$ cat src/rtl/pc_seq_pkg.sv
// Shared types and defaults for the MIPS program-counter sequencer.
// Optional build macro used by pc_sequencer: PC_SEQ_ALIGN_CHECK_EN.
package pc_seq_pkg;

  typedef logic [31:0] word_t;

  typedef enum logic [1:0] {
    ST_RUN   = 2'd0,
    ST_DELAY = 2'd1,
    ST_HALT  = 2'd2
  } state_e;

  localparam word_t RESET_VECTOR_DEF = 32'hBFC0_0000;
  localparam word_t HALT_ADDR_DEF    = 32'h0000_0000;

  function automatic logic is_word_aligned(input word_t addr);
    return (addr[1:0] == 2'b00);
  endfunction

endpackage

$ cat src/rtl/pc_sequencer.sv
// Program-counter owner: applies branch/jump targets with one delay slot, stalls, halts on HALT_ADDR.
// Build macro PC_SEQ_ALIGN_CHECK_EN adds addr_error and halts on a misaligned redirect target.
module pc_sequencer
  import pc_seq_pkg::*;
#(
  parameter word_t RESET_VECTOR = RESET_VECTOR_DEF,
  parameter word_t HALT_ADDR    = HALT_ADDR_DEF
) (
  input  logic        clk,
  input  logic        reset_n,
  input  logic        stall,
  input  logic        branch_taken,
  input  logic [31:0] branch_target,
  input  logic        jump,
  input  logic [31:0] jump_target,
  output logic [31:0] pc,
  output logic [31:0] pc_plus4,
  output logic        in_delay_slot,
  output logic        active
`ifdef PC_SEQ_ALIGN_CHECK_EN
  ,
  output logic        addr_error
`endif
);

  state_e state_q, state_d;
  word_t  pc_q, pc_d;
  word_t  pending_q, pending_d;
  word_t  redirect_target;
  logic   redirect;
`ifdef PC_SEQ_ALIGN_CHECK_EN
  logic   addr_error_q, addr_error_d;
`endif

  always_ff @(posedge clk or negedge reset_n) begin
    if (!reset_n) begin
      state_q   <= ST_RUN;
      pc_q      <= RESET_VECTOR;
      pending_q <= '0;
`ifdef PC_SEQ_ALIGN_CHECK_EN
      addr_error_q <= 1'b0;
`endif
    end else begin
      state_q   <= state_d;
      pc_q      <= pc_d;
      pending_q <= pending_d;
`ifdef PC_SEQ_ALIGN_CHECK_EN
      addr_error_q <= addr_error_d;
`endif
    end
  end

  // A jump outranks a simultaneous taken branch.
  assign redirect        = jump | branch_taken;
  assign redirect_target = jump ? jump_target : branch_target;

  always_comb begin
    state_d   = state_q;
    pc_d      = pc_q;
    pending_d = pending_q;
`ifdef PC_SEQ_ALIGN_CHECK_EN
    addr_error_d = addr_error_q;
`endif
    if (!stall) begin
      case (state_q)
        ST_RUN: begin
          if (redirect) begin
`ifdef PC_SEQ_ALIGN_CHECK_EN
            if (!is_word_aligned(redirect_target)) begin
              addr_error_d = 1'b1;
              state_d      = ST_HALT;
            end else begin
              pending_d = redirect_target;
              pc_d      = pc_plus4;
              state_d   = ST_DELAY;
            end
`else
            pending_d = redirect_target;
            pc_d      = pc_plus4;
            state_d   = ST_DELAY;
`endif
          end else begin
            pc_d = pc_plus4;
          end
        end
        // Redirects seen in the delay slot are dropped; the first target wins.
        ST_DELAY: begin
          pc_d    = pending_q;
          state_d = (pending_q == HALT_ADDR) ? ST_HALT : ST_RUN;
        end
        default: begin
        end
      endcase
    end
  end

  assign pc            = pc_q;
  assign pc_plus4      = pc_q + 32'd4;
  assign in_delay_slot = (state_q == ST_DELAY);
  assign active        = (state_q != ST_HALT);
`ifdef PC_SEQ_ALIGN_CHECK_EN
  assign addr_error    = addr_error_q;
`endif

endmodule
$ cat config.mk
export PLATFORM = sky130hd
export DESIGN_NAME = pc_sequencer
export DESIGN_NICKNAME = d
export VERILOG_FILES = /design/src/rtl/pc_seq_pkg.sv /design/src/rtl/pc_sequencer.sv
export SDC_FILE = /design/constraint.sdc
export NUM_CORES = 1
export LEC_CHECK = 0
export ABC_CLOCK_PERIOD_IN_PS = 5000
export BUFFER_PORTS_ARGS = -buffer_cell sky130_fd_sc_hd__buf_2
export CORE_UTILIZATION = 51
export CTS_CLUSTER_SIZE = 28
export DETAILED_ROUTE_END_ITERATION = 6
export PLACE_DENSITY = 0.8
export SLEW_MARGIN = 20
export SYNTH_ARGS = -nofsm -noshare
export SYNTH_HDL_FRONTEND = slang
export SYNTH_SLANG_ARGS = --single-unit
$ cat constraint.sdc
create_clock -name clk -period 5 [get_ports clk]
set_clock_uncertainty 0.05 [all_clocks]
set_input_delay 0.75 -clock clk [delete_from_list [all_inputs] [get_ports clk]]
set_output_delay 0.75 -clock clk [all_outputs]
set_load 0.01 [all_outputs]
==> results of run 1 <==
[synthesized netlist by cell type (5+ instances only)]
cell type / count / share of area
sky130_fd_sc_hd__and3_1: 16 / 0.024
sky130_fd_sc_hd__dfrtp_1: 57 / 0.35
sky130_fd_sc_hd__a21oi_1: 46 / 0.056
sky130_fd_sc_hd__o21ai_0: 23 / 0.028
sky130_fd_sc_hd__or3_1: 8 / 0.012
sky130_fd_sc_hd__nor2_1: 52 / 0.047
sky130_fd_sc_hd__and4_1: 7 / 0.015
sky130_fd_sc_hd__nor3_1: 21 / 0.026
sky130_fd_sc_hd__buf_2: 9 / 0.011
sky130_fd_sc_hd__o311ai_0: 5 / 0.011
sky130_fd_sc_hd__dfstp_2: 9 / 0.057
sky130_fd_sc_hd__clkbuf_1: 21 / 0.019
sky130_fd_sc_hd__mux2i_1: 34 / 0.083
sky130_fd_sc_hd__inv_1: 7 / 0.0064
sky130_fd_sc_hd__o211ai_1: 5 / 0.0091
sky130_fd_sc_hd__nand3_1: 18 / 0.022
sky130_fd_sc_hd__nor4_1: 11 / 0.017
sky130_fd_sc_hd__nand4_1: 14 / 0.021
sky130_fd_sc_hd__xor2_1: 8 / 0.017
sky130_fd_sc_hd__nand2_1: 22 / 0.020
sky130_fd_sc_hd__xnor2_1: 19 / 0.040
[critical path: stages (launching register included)]
cell                      delay [ps]
sky130_fd_sc_hd__dfrtp_1         470
sky130_fd_sc_hd__ha_1            270
sky130_fd_sc_hd__nand3_1         230
sky130_fd_sc_hd__nor2_1          700
sky130_fd_sc_hd__nand4_1         240
sky130_fd_sc_hd__xnor2_1         190
sky130_fd_sc_hd__buf_2           150
[cell type report]
cell class | instances | area (um^2) | share of cell area
Clock buffer | 11 | 141 | 0.0283
Clock inverter | 5 | 55.1 | 0.0110
Inverter | 7 | 26.3 | 0.00525
Multi-Input combinational cell | 360 | 2270 | 0.454
Sequential cell | 66 | 1660 | 0.333
Tap cell | 102 | 128 | 0.0255
Timing Repair Buffer | 140 | 716 | 0.143
[path summary, 6_finish.rpt]
check / slack [ps] / endpoint / depth (start not counted) / start
worst min register to register: 490 / pc[1]$_DFFE_PN0P_ / 1 / pc[1]$_DFFE_PN0P_
worst min-delay path: 490 / pc[1]$_DFFE_PN0P_ / 1 / pc[1]$_DFFE_PN0P_
worst max-delay path: 1600 / pc_plus4[20] / 6 / pc[2]$_DFFE_PN0P_
min in group asynchronous: 540 / pc[8]$_DFFE_PN0P_ / 2 / reset_n
max in group asynchronous: 3760 / state_q[0]$_DFFE_PN0P_ / 2 / reset_n
worst max register to register: 2490 / pc[18]$_DFFE_PN0P_ / 5 / pc[2]$_DFFE_PN0P_
[power by group]
part / internal, W / switching, W
logic: 0.000360 / 0.000437
registers: 0.000705 / 0.000251
clock network: 0.000242 / 0.000209
[flip-flops by register name, indices dropped and copies added, names as in the netlist]
signal and count:
pending_q 32, state_q 2, pc 32
[cell families (layout without fill, tap and decap cells)]
kind of cell,after synthesis,in the layout
simple gates,188,188
buf+inv,44,163
flops,66,66
compound gates,108,108
xor+xnor,27,27
fa+ha+maj,1,1
mux,36,36
[through the flow]
step	cell area (um^2)	utilization	power (W)	hold slack [ps]
finish	5000	0.644	0.00221	490
global route	5000	0.644	0.00234	516
CTS	5000	0.644	0.00220	492
detailed placement	4810	0.619	0.00175	476
global placement	4810	0.619	0.00171	461
floorplan	4120	-	0.00141	404
[routing by layer]
metal / GRT usage / vias to the layer above
li1: - / 1957
met1: 0.392 / 1968
met2: 0.428 / 214
met3: 0.0589 / 32
met4: 0.0951 / 0
met5: 0 / -
==> flow_results.org, run 1 <==
** Place
- Count of buffers from port buffering :: about 130
- Placement Setup Slack :: about 2000 ps
- After detailed placement, the design holds a cell count of 675.
- After legalization and detailed placement, the total HPWL measured approximately 8300 um.
- Placer Congestion :: ~0.86

** Die
- The die covers 8440 um^2.
- During I/O placement, the number of pins put on the boundary was 135.
- The total area inside the core boundary comes to between 7000 and 8000 um^2.
- The initial utilization of the core area, before any placement, comes to 0.530.
- After floorplanning, the core was divided into 32 placement rows.
- Die extent in y :: between 90 and 100 um
- In this run the horizontal extent of the chip is a little over 90 um.

** Status
- Status :: completed

** STA
- The worst path in the final design needs a cycle of 3400 ps, including I/O delays and setup.
- Based on the critical path, the design can be clocked at up to between 0.2 and 0.3 GHz.
- Fin Setup TNS :: 0 ps
- Setup slack after layout :: between 1500 and 2000 ps
- The number of max-slew violations in the final report is 0.
- Setup violations remaining at the end of the flow were counted as 0.
- Fraction of the cycle the final worst path needs :: 0.679
- Setup repair after global routing missed its margin :: no
- Slew @ Worst Pin :: a little under 900 ps
- Relative slew slack :: 0.406
- Endpoints failing hold :: 0

** Synth
- Post-synthesis net count :: 540
- Synthesis Warnings :: 0
- Combined area of all synthesized cells :: 4120 um^2
- After synthesis, the netlist uses 52 different library cells.
- Number of enable flip-flop cells after synthesis :: 0
- Counting flops with an async set or reset pin after synthesis yields a share of 1.00.
- Area share of and/or/nand/nor cells after synthesis :: 0.242
- Synthesis produced a netlist whose cell count is 470.
- Compound-gate portion of the synthesized area :: 0.160
- Of the total synthesized cell area, the portion taken by XOR and XNOR cells is 0.0574.
- The average instance in the mapped netlist occupies a little under 9 um^2.
- Of the total synthesized cell area, the portion taken by full adders, half adders and majority gates is 0.00304.
- Dominant combinational cell family by area after synthesis :: simple AND/OR/NAND/NOR gates
- For this run, the register share of the synthesized area comes to 0.404.
- Multiplexer share of the synthesized area :: 0.0881
- Synthesized flop and latch total :: between 60 and 70
- The most used flip-flop cell after synthesis is sky130_fd_sc_hd__dfrtp_1.

** Drt
- Detailed routing inserted a total of ~4200 vias.
- Count of antenna-violating nets left after detailed routing :: 0
- Count of TritonRoute iterations in the first routing pass :: 6
- For this block, wires on met1 add up to slightly above 5000 um.
- Detailed-route wire length :: 11600 um
- The first routing iteration left around 440 violations.
- Dividing the detail-routed wire length by the instance count gives about 17 um.
- After detailed routing, no signal wire sits above met4.
- Met2 WL post-DR :: approximately 5400 um
- Number of remaining DRC errors :: 0
- Dividing the detail-routed via count by the number of cells gives about 6.0.
- The routed design uses around 900 um of met3 wire.

** GRT
- Total gr overflow :: 0
- Combined global-route utilization of all metal layers :: 0.279
- Global-route wire length before repair :: about 18000 um
- Pin count of the biggest net entering global routing :: 67
- The via count of the first global-routing pass is 3650.
- Antenna violations before repair :: 0

** Layout
- The repair_antennas step left the layout with diodes totalling 0.
- Compared with the post-synthesis result, the final layout area differs by 21.5%.
- The layout has 684 filler cells.
- # nets final :: 654
- Of the cells placed in the final design, the portion with a size suffix greater than 1 is 0.301.
- In the layout the commonest cells are 134 x sky130_fd_sc_hd__buf_2, 56 x sky130_fd_sc_hd__dfrtp_1, 52 x sky130_fd_sc_hd__nor2_1.
- Non-Filler Instances :: 691
- Commonest non-fill, non-tap cell in the layout :: sky130_fd_sc_hd__buf_2

** Worst hold path
- The tightest min-delay check is of the reg -> reg type.

** CTS
- Library cell used as clock root buffer :: sky130_fd_sc_hd__clkbuf_8
- Clock buffers created by TritonCTS :: 9
- CTS clock-pin slew for the worst setup and hold paths :: around 80 ps
- The H-tree was split into 3 levels.
- CTS tree :: done
- Hold repair after CTS inserted 0 buffers.
- Sink count of the clock tree :: 66
- Post-cts resize count :: 0
- In this run the post-CTS setup repair buffer count came out at 0.
- Skew-Pair Late Insertion Delay :: approximately 340 ps
- In this run the deepest clock path goes through 2 buffers.

** Setup path
- Critical path peak fanout :: 10
- STA puts the critical path data required time at ~4200 ps.
- Critical Path Start Type :: flip-flop
- Critical path endpoint category :: output pin
- The worst setup path is of the reg -> out kind.
- Critical Path AT :: 2600 ps

** Power and ir drop
- In this run the power density over the cells is 441 nW/um^2.
- Worst VDD drop :: roughly 190 uV
- Summed over all cells, the static leakage comes to between 2 and 2.5 nW.

** Job
- Max-cap violations in this run came to 0.
No activity file was read; power rests on OpenSTA's default activity.
==> run 2, diff against run 1 <==
ABC_CLOCK_PERIOD_IN_PS = 3300   (was 5000)
clock period = 3.3 ns   (was 5 ns; I/O delays follow)
==> flow_results.org, run 2 (same netlist as run 1, synthesis figures left out) <==
** Die
- Area enclosed by the die boundary :: around 8400 um^2
- Initial cell density of the core :: 0.530
- Die extent in y :: slightly above 90 um
- During I/O placement, the number of pins put on the boundary was ~140.
- The die is between 90 and 100 um wide.
- The floorplan step defined a core boundary enclosing 7770 um^2.
- Number of standard-cell rows in the floorplan :: 32

** STA
- Measured against its own limit, the worst slew margin works out to 0.442.
- Endpoints failing hold :: 0
- Fraction of the cycle the final worst path needs :: 0.890
- Setup repair after global routing left no endpoint under its margin.
- For this run, the top clock speed supported by timing is about 0.34 GHz.
- At the pin with the least slew margin, the transition time is about 840 ps.
- For the final routed database, the setup TNS stands at 0 ps.
- The number of max-slew violations in the final report came to 0.
- Finish-stage setup viols :: 0
- Shortest clock period the worst path allows after layout :: 2940 ps
- Final Hold Slack :: just under 90 ps

** CTS
- CTS clock-pin slew for the worst setup and hold paths :: roughly 70 ps
- Counting along the longest clock path gives a buffer depth of 2.
- Clock buffers created by TritonCTS :: 9
- Sink count of the clock tree :: 66
- In this run the number of H-tree levels came out at 3.
- Clock latency on the worst-skew pair, taken at its later pin, is around 340 ps.
- Number of setup buffers added after CTS :: 0
- Hold repair after CTS inserted 0 buffers.
- In this run the clock root is driven by a sky130_fd_sc_hd__clkbuf_8.
- TritonCTS built the clock tree.
- Post-cts resize count :: 0

** GRT
- Antenna violations before repair :: 0
- For this run, the total global-route usage over all layers was measured as 0.280.
- Total gr overflow :: 0
- Entering global routing, the biggest net connects 47 pins.
- The first global-routing pass estimated 18700 um of wire.
- The via count of the first global-routing pass came to 3685.

** Layout
- For this run, the share of the core covered by cells in the final layout is 0.654.
- Compared with the post-synthesis result, the final layout area differs by 23.3%.
- Diode count :: 0
- Leaving out fill and tap cells, the most frequent cells in the layout are 134 x sky130_fd_sc_hd__buf_2, 56 x sky130_fd_sc_hd__dfrtp_1, 52 x sky130_fd_sc_hd__nor2_1.
- Fill count :: approximately 650
- In the final layout, the share of cells above drive strength 1 is 0.308.
- The library cell used most frequently in the layout, excluding fill and tap cells, is sky130_fd_sc_hd__buf_2.
- Summing all non-filler instances in the final layout gives an area of approximately 5100 um^2.
- # nets final :: 660

** Power and ir drop
- Worst VDD drop :: ~240 uV
- For this design the static power due to leakage is approximately 2.3 nW.
- Areal power density over the cells :: ~670 nW/um^2

** Drt
- 1st-iter DRT viols :: approximately 450
- In the routed design, unresolved DRC markers number 0.
- Count of TritonRoute iterations in the first routing pass :: 5
- In this run the remaining antenna-violating nets after routing total 0.
- Avg WL per Cell :: approximately 17 um
- After detailed routing, the number of vias per cell comes to between 6 and 7.
- After detailed routing, the total wire length is 11600 um.
- Summing over every cut layer, the via total after detailed routing is 4198.

** Place
- The HPWL after detailed placement is 8470 um.
- Placer Congestion :: a little over 0.9
- Summing all placed instances gives a cell area of around 4900 um^2.
- Count of buffers from port buffering :: between 100 and 150

** Setup path
- At the worst endpoint, the required time is around 2800 ps.
- The critical path in this run is classified as reg -> out.
- The worst setup path is launched from a flip-flop.
- Critical path peak fanout :: 9
- The worst setup path is captured at an output pin.
- For the worst setup path, the data arrival time is between 2000 and 2500 ps.

** Status
- Status :: completed

** Job
- The tool flagged a number of max-cap violations equal to 0.

** Worst hold path
- The min-delay analysis places its worst path in the category in -> async.
run 2: cell count changes in the layout (fill, tap and decap cells not counted), sizes merged:
cell | previous run | this run
clkinv | 2 | 0
buf | 140 | 146
clkinvlp | 2 | 0
clkbuf | 11 | 15
run 2: per-layer routing:
layer	vias up	GRT usage	wire, um
met3	31	0.0456	981
met5	-	0	0
met4	0	0.108	323
met1	1961	0.398	4840
met2	232	0.429	5410
li1	1974	-	-
run 2: worst paths after layout:
path / slack [ps] / cells after the start / from / end
setup / recovery: 360 / 6 / pc[2]$_DFFE_PN0P_ / pc_plus4[30]
hold / removal: 90 / 1 / reset_n / pc[6]$_DFFE_PN0P_
setup reg to reg: 1070 / 4 / pc[4]$_DFFE_PN0P_ / pc[21]$_DFFE_PN0P_
hold reg to reg: 480 / 1 / pc[1]$_DFFE_PN0P_ / pc[1]$_DFFE_PN0P_
max in group asynchronous: 2360 / 2 / reset_n / pc[28]$_DFFE_PN1P_
min in group clk: 410 / 3 / branch_target[13] / pending_q[13]$_DFFE_PN0P_
run 2: cell type report:
type	count	area, um^2	area share
inverters	7	26.3	0.00517
clock buffers	15	196	0.0387
repair buffers	146	761	0.150
clock inverters	1	30.0	0.00591
well taps	102	128	0.0251
flip-flops and latches	66	1660	0.328
multi-input cells	360	2270	0.448
run 2: stage by stage:
step	total power (W)	setup slack, ps	cells
after CTS	0.00342	369	697
after floorplan	0.00214	882	470
after global routing	0.00363	148	697
after global placement	0.00260	803	681
final	0.00342	362	697
after detailed placement	0.00266	754	681
run 2: where the power goes:
part | internal [W] | total [W] | switching (W) | leakage [nW]
Clock | 0.000453 | 0.000761 | 0.000307 | 0.116
Sequential | 0.00107 | 0.00144 | 0.000372 | 0.738
Combinational | 0.000551 | 0.00122 | 0.000669 | 1.42
Total | 0.00207 | 0.00342 | 0.00135 | 2.27
run 2: worst max-delay path: stages, from the launching register on:
cell                      delay, ps
sky130_fd_sc_hd__dfrtp_1        490
sky130_fd_sc_hd__ha_1           300
sky130_fd_sc_hd__nand3_1        230
sky130_fd_sc_hd__nor4_1         530
sky130_fd_sc_hd__nand3_1        210
sky130_fd_sc_hd__xnor2_1        160
sky130_fd_sc_hd__buf_2          140
